<file path="config.mk">
export PLATFORM = sky130hd
export DESIGN_NAME = line_burst_ctrl_flat
export DESIGN_NICKNAME = d
export VERILOG_FILES = /design/src/rtl/mem_types_pkg.sv /design/src/rtl/line_burst_ctrl_if.sv /design/src/rtl/line_burst_ctrl_deser.sv /design/src/rtl/line_burst_ctrl.sv /design/src/flat_wrapper.sv
export SDC_FILE = /design/constraint.sdc
export NUM_CORES = 1
export LEC_CHECK = 0
export CAP_MARGIN = 20
export CORE_AREA = 2 2 289 291
export CTS_CLUSTER_SIZE = 28
export DETAILED_ROUTE_END_ITERATION = 8
export DIE_AREA = 0 0 291 293
export GPL_TIMING_DRIVEN = 0
export SETUP_SLACK_MARGIN = 0.02
export SKIP_CTS_REPAIR_TIMING = 1
export SYNTH_ARGS = -nofsm -noshare
export SYNTH_HDL_FRONTEND = slang
export SYNTH_SLANG_ARGS = --single-unit
</file>
<file path="constraint.sdc">
create_clock -name clk -period 4.1 [get_ports clk]
set_input_delay 0.82 -clock clk [delete_from_list [all_inputs] [get_ports clk]]
set_output_delay 0.82 -clock clk [all_outputs]
set_load 0.005 [all_outputs]
</file>
<file path="src/rtl/mem_types_pkg.sv">
// Shared widths, burst FSM states and line helpers for the burst-memory path.
package mem_types_pkg;

    localparam int BEATS  = 4;
    localparam int BEAT_W = 64;
    localparam int LINE_W = 256;
    localparam int ADDR_W = 32;
    localparam int CNT_W  = $clog2(BEATS);

    localparam logic [31:0] LINE_ALIGN_MASK = 32'hFFFF_FFE0;

    typedef enum logic [2:0] {
        IDLE,
        WR,
        RD_CMD,
        RD_DATA,
        RESP
    } burst_state_t;

    // Beat k of a line lives in bits [64k+63:64k].
    typedef logic [BEATS-1:0][BEAT_W-1:0] line_beats_t;

    function automatic logic [BEAT_W-1:0] get_beat(input logic [LINE_W-1:0] line,
                                                   input logic [CNT_W-1:0]  idx);
        line_beats_t beats;
        beats = line;
        return beats[idx];
    endfunction

endpackage

</file>
<file path="src/rtl/line_burst_ctrl_if.sv">
// Upstream line-request bus and bmem beat bus of the burst controller.
interface line_burst_ctrl_if;
    import mem_types_pkg::*;

    logic [ADDR_W-1:0] req_addr;
    logic              req_read;
    logic              req_write;
    logic [LINE_W-1:0] req_wdata;
    logic              req_ready;
    logic              resp_valid;
    logic [LINE_W-1:0] resp_rdata;

    logic [ADDR_W-1:0] bmem_addr;
    logic              bmem_read;
    logic              bmem_write;
    logic [BEAT_W-1:0] bmem_wdata;
    logic              bmem_ready;
    logic [ADDR_W-1:0] bmem_raddr;
    logic [BEAT_W-1:0] bmem_rdata;
    logic              bmem_rvalid;

    modport slave (
        input  req_addr, req_read, req_write, req_wdata,
        output req_ready, resp_valid, resp_rdata,
        output bmem_addr, bmem_read, bmem_write, bmem_wdata,
        input  bmem_ready, bmem_raddr, bmem_rdata, bmem_rvalid
    );

    modport master (
        output req_addr, req_read, req_write, req_wdata,
        input  req_ready, resp_valid, resp_rdata,
        input  bmem_addr, bmem_read, bmem_write, bmem_wdata,
        output bmem_ready, bmem_raddr, bmem_rdata, bmem_rvalid
    );

endinterface

</file>
<file path="src/rtl/line_burst_ctrl_deser.sv">
// Beat-indexed line buffer: writes one 64-bit slot per enabled cycle.
// Latency 1 cycle from we to line_out; no backpressure.
module line_deser
    import mem_types_pkg::*;
(
    input  logic              clk,
    input  logic              rst_n,
    input  logic              we,
    input  logic [CNT_W-1:0]  idx,
    input  logic [BEAT_W-1:0] beat_in,
    output logic [LINE_W-1:0] line_out
);

    line_beats_t buf_q, buf_d;

    always_comb begin
        buf_d = buf_q;
        if (we) begin
            buf_d[idx] = beat_in;
        end
    end

    always_ff @(posedge clk or negedge rst_n) begin
        if (!rst_n) begin
            buf_q <= '0;
        end else begin
            buf_q <= buf_d;
        end
    end

    assign line_out = buf_q;

endmodule

</file>
<file path="src/rtl/line_burst_ctrl.sv">
// Serializes one 256-bit line request into 4 bmem beats and reassembles read beats.
// Latency: write >= 4 WR cycles + 1 RESP; read = command wait + 4 matching beats + 1 RESP.
// Backpressure: bmem_ready stalls commands/beats with address/data held; req_ready only in IDLE.
module line_burst_ctrl
    import mem_types_pkg::*;
(
    input  logic                     clk,
    input  logic                     rst_n,
    line_burst_ctrl_if.slave         bus
);

    localparam logic [CNT_W-1:0] LAST_BEAT = CNT_W'(BEATS - 1);

    burst_state_t      state_q, state_d;
    logic [CNT_W-1:0]  cnt_q, cnt_d;
    logic [ADDR_W-1:0] addr_q, addr_d;
    logic [LINE_W-1:0] wline_q, wline_d;
    logic              is_wr_q, is_wr_d;

    logic              beat_we;
    logic [LINE_W-1:0] rd_line;

    line_deser u_deser (
        .clk      (clk),
        .rst_n    (rst_n),
        .we       (beat_we),
        .idx      (cnt_q),
        .beat_in  (bus.bmem_rdata),
        .line_out (rd_line)
    );

    always_comb begin
        state_d         = state_q;
        cnt_d           = cnt_q;
        addr_d          = addr_q;
        wline_d         = wline_q;
        is_wr_d         = is_wr_q;
        beat_we         = 1'b0;
        bus.req_ready   = 1'b0;
        bus.resp_valid  = 1'b0;
        bus.resp_rdata  = '0;
        bus.bmem_addr   = '0;
        bus.bmem_read   = 1'b0;
        bus.bmem_write  = 1'b0;
        bus.bmem_wdata  = '0;

        case (state_q)
            IDLE: begin
                bus.req_ready = 1'b1;
                cnt_d         = '0;
                // Write wins when both request lines are raised together.
                if (bus.req_write || bus.req_read) begin
                    addr_d  = bus.req_addr & ADDR_W'(LINE_ALIGN_MASK);
                    wline_d = bus.req_wdata;
                    is_wr_d = bus.req_write;
                    state_d = bus.req_write ? WR : RD_CMD;
                end
            end

            WR: begin
                bus.bmem_write = 1'b1;
                bus.bmem_addr  = addr_q;
                bus.bmem_wdata = get_beat(wline_q, cnt_q);
                if (bus.bmem_ready) begin
                    if (cnt_q == LAST_BEAT) begin
                        cnt_d   = '0;
                        state_d = RESP;
                    end else begin
                        cnt_d = cnt_q + CNT_W'(1);
                    end
                end
            end

            RD_CMD: begin
                bus.bmem_read = 1'b1;
                bus.bmem_addr = addr_q;
                if (bus.bmem_ready) begin
                    cnt_d   = '0;
                    state_d = RD_DATA;
                end
            end

            RD_DATA: begin
                // Beats tagged for another line belong to someone else; drop them.
                if (bus.bmem_rvalid && (bus.bmem_raddr == addr_q)) begin
                    beat_we = 1'b1;
                    if (cnt_q == LAST_BEAT) begin
                        cnt_d   = '0;
                        state_d = RESP;
                    end else begin
                        cnt_d = cnt_q + CNT_W'(1);
                    end
                end
            end

            RESP: begin
                bus.resp_valid = 1'b1;
                bus.resp_rdata = is_wr_q ? '0 : rd_line;
                cnt_d          = '0;
                state_d        = IDLE;
            end

            default: begin
                cnt_d   = '0;
                state_d = IDLE;
            end
        endcase
    end

    always_ff @(posedge clk or negedge rst_n) begin
        if (!rst_n) begin
            state_q <= IDLE;
            cnt_q   <= '0;
            addr_q  <= '0;
            wline_q <= '0;
            is_wr_q <= 1'b0;
        end else begin
            state_q <= state_d;
            cnt_q   <= cnt_d;
            addr_q  <= addr_d;
            wline_q <= wline_d;
            is_wr_q <= is_wr_d;
        end
    end

endmodule

</file>
<file path="src/flat_wrapper.sv">
// flat-port wrapper written by rule: the top's interface ports become plain ports
module line_burst_ctrl_flat import mem_types_pkg::*;
  (clk, rst_n, bus_req_addr, bus_req_read, bus_req_write, bus_req_wdata, bus_req_ready, bus_resp_valid, bus_resp_rdata, bus_bmem_addr, bus_bmem_read, bus_bmem_write, bus_bmem_wdata, bus_bmem_ready, bus_bmem_raddr, bus_bmem_rdata, bus_bmem_rvalid);
  line_burst_ctrl_if bus_i ();
  input  logic clk;
  input  logic rst_n;
  input wire logic [$bits(bus_i.req_addr)-1:0] bus_req_addr;
  input wire logic [$bits(bus_i.req_read)-1:0] bus_req_read;
  input wire logic [$bits(bus_i.req_write)-1:0] bus_req_write;
  input wire logic [$bits(bus_i.req_wdata)-1:0] bus_req_wdata;
  output wire logic [$bits(bus_i.req_ready)-1:0] bus_req_ready;
  output wire logic [$bits(bus_i.resp_valid)-1:0] bus_resp_valid;
  output wire logic [$bits(bus_i.resp_rdata)-1:0] bus_resp_rdata;
  output wire logic [$bits(bus_i.bmem_addr)-1:0] bus_bmem_addr;
  output wire logic [$bits(bus_i.bmem_read)-1:0] bus_bmem_read;
  output wire logic [$bits(bus_i.bmem_write)-1:0] bus_bmem_write;
  output wire logic [$bits(bus_i.bmem_wdata)-1:0] bus_bmem_wdata;
  input wire logic [$bits(bus_i.bmem_ready)-1:0] bus_bmem_ready;
  input wire logic [$bits(bus_i.bmem_raddr)-1:0] bus_bmem_raddr;
  input wire logic [$bits(bus_i.bmem_rdata)-1:0] bus_bmem_rdata;
  input wire logic [$bits(bus_i.bmem_rvalid)-1:0] bus_bmem_rvalid;
  assign bus_i.req_addr = bus_req_addr;
  assign bus_i.req_read = bus_req_read;
  assign bus_i.req_write = bus_req_write;
  assign bus_i.req_wdata = bus_req_wdata;
  assign bus_req_ready = bus_i.req_ready;
  assign bus_resp_valid = bus_i.resp_valid;
  assign bus_resp_rdata = bus_i.resp_rdata;
  assign bus_bmem_addr = bus_i.bmem_addr;
  assign bus_bmem_read = bus_i.bmem_read;
  assign bus_bmem_write = bus_i.bmem_write;
  assign bus_bmem_wdata = bus_i.bmem_wdata;
  assign bus_i.bmem_ready = bus_bmem_ready;
  assign bus_i.bmem_raddr = bus_bmem_raddr;
  assign bus_i.bmem_rdata = bus_bmem_rdata;
  assign bus_i.bmem_rvalid = bus_bmem_rvalid;
  line_burst_ctrl u_core (.clk(clk), .rst_n(rst_n), .bus(bus_i));
endmodule
</file>
-- Word-level counts from Yosys, hierarchy flattened
Index checks and enable logic that the tools add are counted.
- $lt $le $gt $ge: 2
- div/mod/pow operators: 0
- eq/ne operators: 10
- shifts and indexed selects: 0
- bitwise gates (word level): 0
- reductions and logical operators: 8
- $mul: 0
- $add $sub $neg: 1
- multiplexer cells: 27
- operators by type and width (operator ; count):
    $mux W256 ; 2
    $bwmux W256 ; 1
    $mux W64 ; 3
    $bmux W64 S2 ; 1
    $demux W64 S2 ; 1
    $eq A32 B32 Y1 ; 1
    $mux W32 ; 1
    $mux W3 ; 5
    $pmux W3 S4 ; 1
    $mux W2 ; 5
    $eq A3 B2 Y1 const B ; 2
    $mux W1 ; 6
    $pmux W2 S3 ; 1
    $ne A2 B1 Y1 const B ; 2
    $ne A2 B2 Y1 const B ; 2
    $reduce_and A4 Y1 ; 1
    $eq A3 B1 Y1 const B ; 1
    $eq A3 B3 Y1 const B ; 1
    $logic_not A3 Y1 ; 1
    $lt A2 B3 Y1 const B ; 1
    $reduce_and A3 Y1 ; 1
    $add A2 B1 Y2 const B ; 1
    $eq A2 B2 Y1 const B ; 1
    $ge A2 B1 Y1 const B ; 1
    4 further kinds ; 5
- bits in registers: 545
- bits in latches: 0
- input bits: 390
- memory bits (read-only): 0
- memories: 0
- output and inout port bits: 356
- word-level logic and storage cells: 57
- memory bits (writable): 0

-- Depth between registers and ports, before layout
Gate-level depths: netlist of run 1.
- word-level depth: 5
- gate-level depth with buffers: 8
- gate-level depth less buffers: 7

-- Cells and area by module
A second synthesis of run 1 with hierarchy kept.
- cells, all modules: 1691
- area total of the unflattened synthesis: 24786.3 um^2
- modules (own cells, without submodules) (module ; cells each ; times used ; area each (um^2) ; seq. area each (um^2)):
    line_burst_ctrl ; 1148 ; 1 ; 14979.4 ; 7231.9
    line_deser ; 543 ; 1 ; 9806.9 ; 6406.1

-- Worst setup path after synthesis of run 1
OpenSTA, ideal clock, no wires.
- path type: register to output
- start: register u_core.cnt_q[0]
- end: output bus_bmem_wdata[56]
- stages on the path, launching flop included: 6
- data arrival time: 1.939 ns
- path slack: 1.341 ns
- path through: dfrtp_1 clkbuf_1 buf_2 buf_1 mux4_2 and2_1
- word-level cells in the longest chain between the ends: 3
- RTL lines (item ; line ; source):
    start, declared ; line_burst_ctrl.sv:15 ; logic [CNT_W-1:0] cnt_q, cnt_d;
    start signal, assigned ; line_burst_ctrl.sv:119 ; cnt_q <= cnt_d;
    $bmux W64 S2 ; mem_types_pkg.sv:27 ; return beats[idx];
    $mux W64 (not written as such) ; mem_types_pkg.sv:27 ;
    $mux W64 ; line_burst_ctrl.sv:47 ; case (state_q)
    end, declared ; flat_wrapper.sv:17 ; output wire logic [$bits(bus_i.bmem_wdata)-1:0] bus_bmem_wdata;
Every way passes these cells. The select of a mux whose other input is x is not followed.

-- Worst setup path in the final report of run 1
- start: register u_core.state_q[1]
- end: output bus_resp_rdata[189]
- word-level cells in the longest chain between the ends: 2
- RTL lines (item ; line ; source):
    start, declared ; line_burst_ctrl.sv:14 ; burst_state_t state_q, state_d;
    start signal, assigned ; line_burst_ctrl.sv:118 ; state_q <= state_d;
    $eq A3 B3 Y1 ; line_burst_ctrl.sv:47 ;
    $mux W256 ; line_burst_ctrl.sv:47 ;
    end, declared ; flat_wrapper.sv:13 ; output wire logic [$bits(bus_i.resp_rdata)-1:0] bus_resp_rdata;
Every way passes these cells.

==> metrics.md, run 1 <==
| Metric | Value |
|---|---|
| Routed vias | 16997 |
| Post-synthesis async set-or-reset flop share | 1.00 |
| GP Congestion | 0.822 |
| Period Utilization, post-route | 0.951 |
| Setup violations, final | 0 |
| WP data arrival | 3.08 ns |
| Post-layout nets | 2896 |
| Routed Wire Length | 84200 um |
| Pwr/cell area | 460 nW/um2 |
| Grt ovf | 0 |
| Design Area, Final | 35700 um2 |
| Required @ worst endpoint | 3.28 ns |
| Max Cap Viol | 0 |
| Startpoint Class | flop |
| Synth Flop Type | dfrtp_1 |
| Hold slack final | 0.232 ns |
| Most frequent cell after synthesis | dfrtp_1 |
| Pins Over Slew Limit | 0 |
| Critical Path Sink Type | output pin |
| Fmax achieved | 257 MHz |
| Yosys top cell by area | dfrtp_1 |
| Share of total power in combinational logic | 0.193 |
| TritonCTS buffer count | 60 |
| PnR worst setup slack | 0.202 ns |
| Worst-path clk slew | 0.06 ns |
| Post-route DRC | 0 |
| Final Hold Vio Count | 0 |
| CORE AREA | 81800 um2 |
| Sequential power share | 0.453 |
| Rel. slew slack | 0.281 |
| Die ar. | 85300 um2 |
| Vias per Instance | 4.68 |
| Syn_area_per_cell | 14.5 um2 |
| Routed Antenna Nets | 0 |
| Number of synthesized register bits | 545 |
| Cell Area, Placed | 33500 um2 |
| Number of library cell types mapped by synthesis | 35 |
| Internal | 12.4 mW |
| Gate Count Post-Synth | 1696 |
| Final Critical Period | 3.90 ns |
| Sw Ratio | 0.247 |
| Post-DP HPWL | 65200 um |
| H-tree depth | 2 |
| Port Buffers | 735 |
| Crit path kind | flop to output pin |
| Total track usage | 0.195 |
| Clk root buf | clkbuf_16 |
| Clock network fraction of total power | 0.354 |
| Layout cell share with drive strength beyond 1 | 0.322 |
| CTS sink count | 545 |
| Syn Std Cell Area | 24600 um2 |
| Critical-path maximum fanout | 10 |
| Die width | 291 um |
| CTS tree | yes |
| Synth top area share | 0.554 |
| Ys Warns | 0 |
| Die height | 293 um |
| Dominant cells by area after synthesis | dfrtp_1, mux2_2, and2_1, mux4_2, buf_6 |
| Top post-synthesis cells by count | dfrtp_1, mux2_2, and2_1 |
| Post-synth EDFFs | 0 |
| Worst Hold Class | primary input to asynchronous set/reset pin |
| Routed length per placed instance | 23.2 um |
| Clock Skews | 0.0132 ns |
| Final setup TNS | 0 ns |
| Initial Util | 0.301 |
| Seq/Total Area, Yosys | 0.554 |
| Unrepaired setup endpoints after global routing | no |
| Number of global-route vias before repair | 18875 |
| Wire length of the first global-routing pass | 125000 um |
| Pin count of the biggest net entering global routing | 121 |
| DRT iter0 DRCs | 715 |
| Worst-Margin Slew | 1.08 ns |
| Leakage power | 15.8 nW |
| I/O pin count | 746 |
| Clock buffer depth | 3 |
| Status | finished, final reports clean |
| Layout area overhead | 45.2% |
| R2R Setup Slk | 1.07 ns |
| TritonRoute pass-1 iters | 4 |
| Psw | 4.06 mW |
| Fin cells | 3629 |
| Row cnt | 105 |
| Pre-CTS WS | -0.282 ns |
| Initial antenna violation count | 32 |
| Finished Core Util | 0.437 |
| Clock Latency Late Sink | 0.61 ns |
| Inst Count DP | 3510 |
| Total Power | 16.4 mW |
| Maximum vdd drop | 0.464 mV |
cell families (layout without fill, tap and decap cells):
logic type	count (synthesis)	in the layout	synth area share
XOR/XNOR	28	28	0.00996
buffers and inverters	117	967	0.0275
other	1	14	0.000152
flip-flops	545	545	0.554
multiplexers	603	603	0.305
AO/OA/AOI/OAI	11	11	0.00336
adder cells (fa/ha/maj)	4	4	0.00203
AND/OR/NAND/NOR	387	387	0.0977
power by group through the flow:
stage | Combinational (mW) | Sequential, mW | Clock [mW]
after floorplan | 2.26 | 7.19 | 0
after global placement | 3.07 | 7.48 | 0
after detailed placement | 3.21 | 7.54 | 0
after CTS | 3.22 | 7.45 | 5.98
after global routing | 3.46 | 7.59 | 6.19
final | 3.17 | 7.44 | 5.81
routing by layer:
layer	wire, um	GRT usage	vias up
met5	275	0	-
met4	2430	0.0589	44
met3	7640	0.0773	167
met2	42100	0.343	592
met1	31800	0.218	8653
li1	-	-	7541
registers in the layout, indices dropped and copies added (netlist names):
signal	count
u_core.is_wr_q	1
u_core.cnt_q	2
u_core.wline_q	256
u_core.state_q	3
u_core.addr_q	27
u_core.u_deser.line_out	256
path summary, 6_finish.rpt:
| kind | startpoint | end | cells past startpoint |
|---|---|---|---|
| setup / recovery | u_core.state_q[1] | bus_resp_rdata[189] | 7 |
| hold / removal | rst_n | u_core.wline_q[241] | 1 |
| setup reg to reg | u_core.state_q[0] | u_core.wline_q[199] | 6 |
| hold reg to reg | u_core.u_deser.line_out[227] | u_core.u_deser.line_out[227] | 1 |
| max in group asynchronous | rst_n | u_core.u_deser.line_out[106] | 3 |
| min in group clk | u_core.u_deser.line_out[227] | u_core.u_deser.line_out[227] | 1 |
cell usage in the layout, fill, tap and decap left out, types with 11 or more instances in the layout:
cell and n:
buf_4 11, and2_1 348, clkbuf_8 15, dfrtp_1 545, buf_2 30, xor2_1 24, buf_6 26, clkbuf_16 61
mux2_2 539, clkbuf_2 31, clkdlybuf4s50_1 732, mux4_2 64, clkbuf_1 21
critical path: stages, from the launching register on:
cell,delay (ns)
dfrtp_1,0.42
clkbuf_2,0.20
nor3b_2,0.25
nor2b_4,0.23
buf_6,0.21
buf_4,0.24
and2_1,0.30
clkdlybuf4s50_1,0.59
final cells by class:
cell class / count / area [um2]
clock buffers: 86 / 1770
clock inverters: 24 / 367
fillers: 7516 / 46100
plain buffers: 114 / 759
flip-flops and latches: 545 / 13600
multi-input cells: 1038 / 10300
repair buffers: 741 / 7500
diodes: 9 / 22.5
well taps: 1070 / 1340
inverters: 2 / 7.51
(Power assumes the default switching activity.)
==> run 2: changes to the inputs <==
CORE_AREA = 2 2 291 293   (was 2 2 289 291)
DIE_AREA = 0 0 293 295   (was 0 0 291 293)
==> metrics.md, run 2 (synthesized netlist as in run 1, its figures left out) <==
| Metric | Value |
|---|---|
| WP data arrival | 3.23 ns |
| Wire length of the first global-routing pass | 125000 um |
| Routed vias | 17015 |
| Critical-path maximum fanout | 10 |
| CTS tree | yes |
| FILL cells | 7673 |
| Die height | 295 um |
| Critical Path Sink Type | output pin |
| Row cnt | 106 |
| I/O pin count | 746 |
| Die width | 293 um |
| Clk root buf | clkbuf_16 |
| Initial Util | 0.296 |
| Vias per Instance | 4.67 |
| Period Utilization, post-route | 0.989 |
| Pin count of the biggest net entering global routing | 112 |
| R2R Path Start | u_core.state_q[2] |
| Commonest non-fill, non-tap cell in the layout | clkdlybuf4s50_1 |
| Routed Antenna Nets | 0 |
| Max Cap Viol | 0 |
| Clock buffer depth | 3 |
| CORE AREA | 83200 um2 |
| Setup violations, final | 0 |
| Clock Latency Late Sink | 0.62 ns |
| Finished Core Util | 0.430 |
| Fmax achieved | 247 MHz |
| Multi-input logic area | 10300 um2 |
| R2R Path End | u_core.wline_q[200] |
| Clock Skews | 0.0209 ns |
| Worst-path clk slew | 0.06 ns |
| Number of global-route vias before repair | 18632 |
| PnR worst setup slack | 0.0470 ns |
| Initial antenna violation count | 31 |
| Layout cell share with drive strength beyond 1 | 0.324 |
| Maximum vdd drop | 0.326 mV |
| H-tree depth | 2 |
| Post-layout nets | 2898 |
| Post-route DRC | 0 |
| Total track usage | 0.195 |
| Final Hold Vio Count | 0 |
| Final setup TNS | 0 ns |
| Most frequent cells in the layout | clkdlybuf4s50_1, dfrtp_1, mux2_2 |
| Pre-CTS WS | -0.258 ns |
| Cell Area, Placed | 33500 um2 |
| Seq. cell area | 13600 um2 |
| Status | finished, final reports clean |
| Grt ovf | 0 |
| R2R Setup Slk | 1.14 ns |
| Total Power | 16.4 mW |
| Post-DP HPWL | 66600 um |
| Startpoint Class | flop |
| Port Buffers | 735 |
| Leakage power | 15.8 nW |
| Crit path kind | flop to output pin |
| TritonRoute pass-1 iters | 4 |
| Required @ worst endpoint | 3.28 ns |
| Routed Wire Length | 85900 um |
| Pwr/cell area | 459 nW/um2 |
| Routed length per placed instance | 23.6 um |
| Final Critical Period | 4.05 ns |
| Worst Hold Class | primary input to asynchronous set/reset pin |
| CTS sink count | 545 |
| Layout area overhead | 45.4% |
| Worst-Margin Slew | 0.973 ns |
| Die ar. | 86400 um2 |
| Unrepaired setup endpoints after global routing | yes |
| Worst reg2reg path depth | 6 |
| TritonCTS buffer count | 60 |
| Pins Over Slew Limit | 0 |
| Design Area, Final | 35800 um2 |
| Rel. slew slack | 0.351 |
| DRT iter0 DRCs | 505 |
| GP Congestion | 0.834 |
-- run 2: cell types whose count changed in the layout (fill, tap and decap cells not counted), sizes merged --
cell           before  now
bufinv              9    6
clkinvlp            1    3
buf                73   70
clkdlybuf4s50     732  734
clkbuf            134  143
dlymetal6s2s        2    0
clkinv             11   14
diode               9   10
inv                 5    2
-- run 2: where the power goes --
group / switching, mW / total, mW / internal [mW] / leakage, nW
combinational: 1.04 / 3.19 / 2.15 / 7.61
sequential: 0.774 / 7.44 / 6.67 / 7.08
clock: 2.29 / 5.80 / 3.51 / 1.07
total: 4.11 / 16.4 / 12.3 / 15.8
-- run 2: layout make-up --
cell class / instances / share of cell area
inverter: 2 / 0.000210
antenna: 10 / 0.000699
clock buffer: 90 / 0.0522
clock inverter: 23 / 0.00804
tap: 1080 / 0.0378
multi-input combinational: 1038 / 0.288
buffer: 115 / 0.0210
timing repair buffer: 742 / 0.210
sequential: 545 / 0.381
-- run 2: metal layers --
metal,global-route usage,vias up,part of all wire
li1,-,7531,-
met1,0.217,8728,0.38
met2,0.350,571,0.51
met3,0.0768,143,0.093
met4,0.0439,42,0.020
met5,0,-,0.0032
-- run 2: worst max path at each step --
| stage | start | to | slack (ns) | depth (start not counted) |
|---|---|---|---|---|
| finish | u_core.state_q[1] | bus_bmem_addr[17] | 0.05 | 6 |
| floorplan | u_core.cnt_q[0] | bus_bmem_wdata[56] | 1.34 | 5 |
| global route | u_core.state_q[1] | bus_bmem_addr[17] | -0.14 | 6 |
| global placement | rst_n | u_core.wline_q[111] | -22.17 | 1 |
| detailed placement | u_core.state_q[1] | bus_resp_rdata[188] | -0.26 | 7 |
| CTS | u_core.state_q[1] | bus_resp_rdata[188] | -0.94 | 7 |
-- run 2: stage by stage --
stage          hold slack (ns)  std cells
6_report                 0.157       3645
3_3_place_gp             0.478       3515
2_1_floorplan            0.467       1700
5_1_grt                  0.166       3639
3_5_place_dp             0.484       3522
4_1_cts                  0.145       3635
-- run 2: worst max-delay path: stages, from the launching register on --
cell and delay, ns:
dfrtp_1 0.40, buf_1 0.35, xnor2_1 0.14, nor2_1 0.55, clkbuf_1 0.46, and2_1 0.21
clkdlybuf4s50_1 0.53
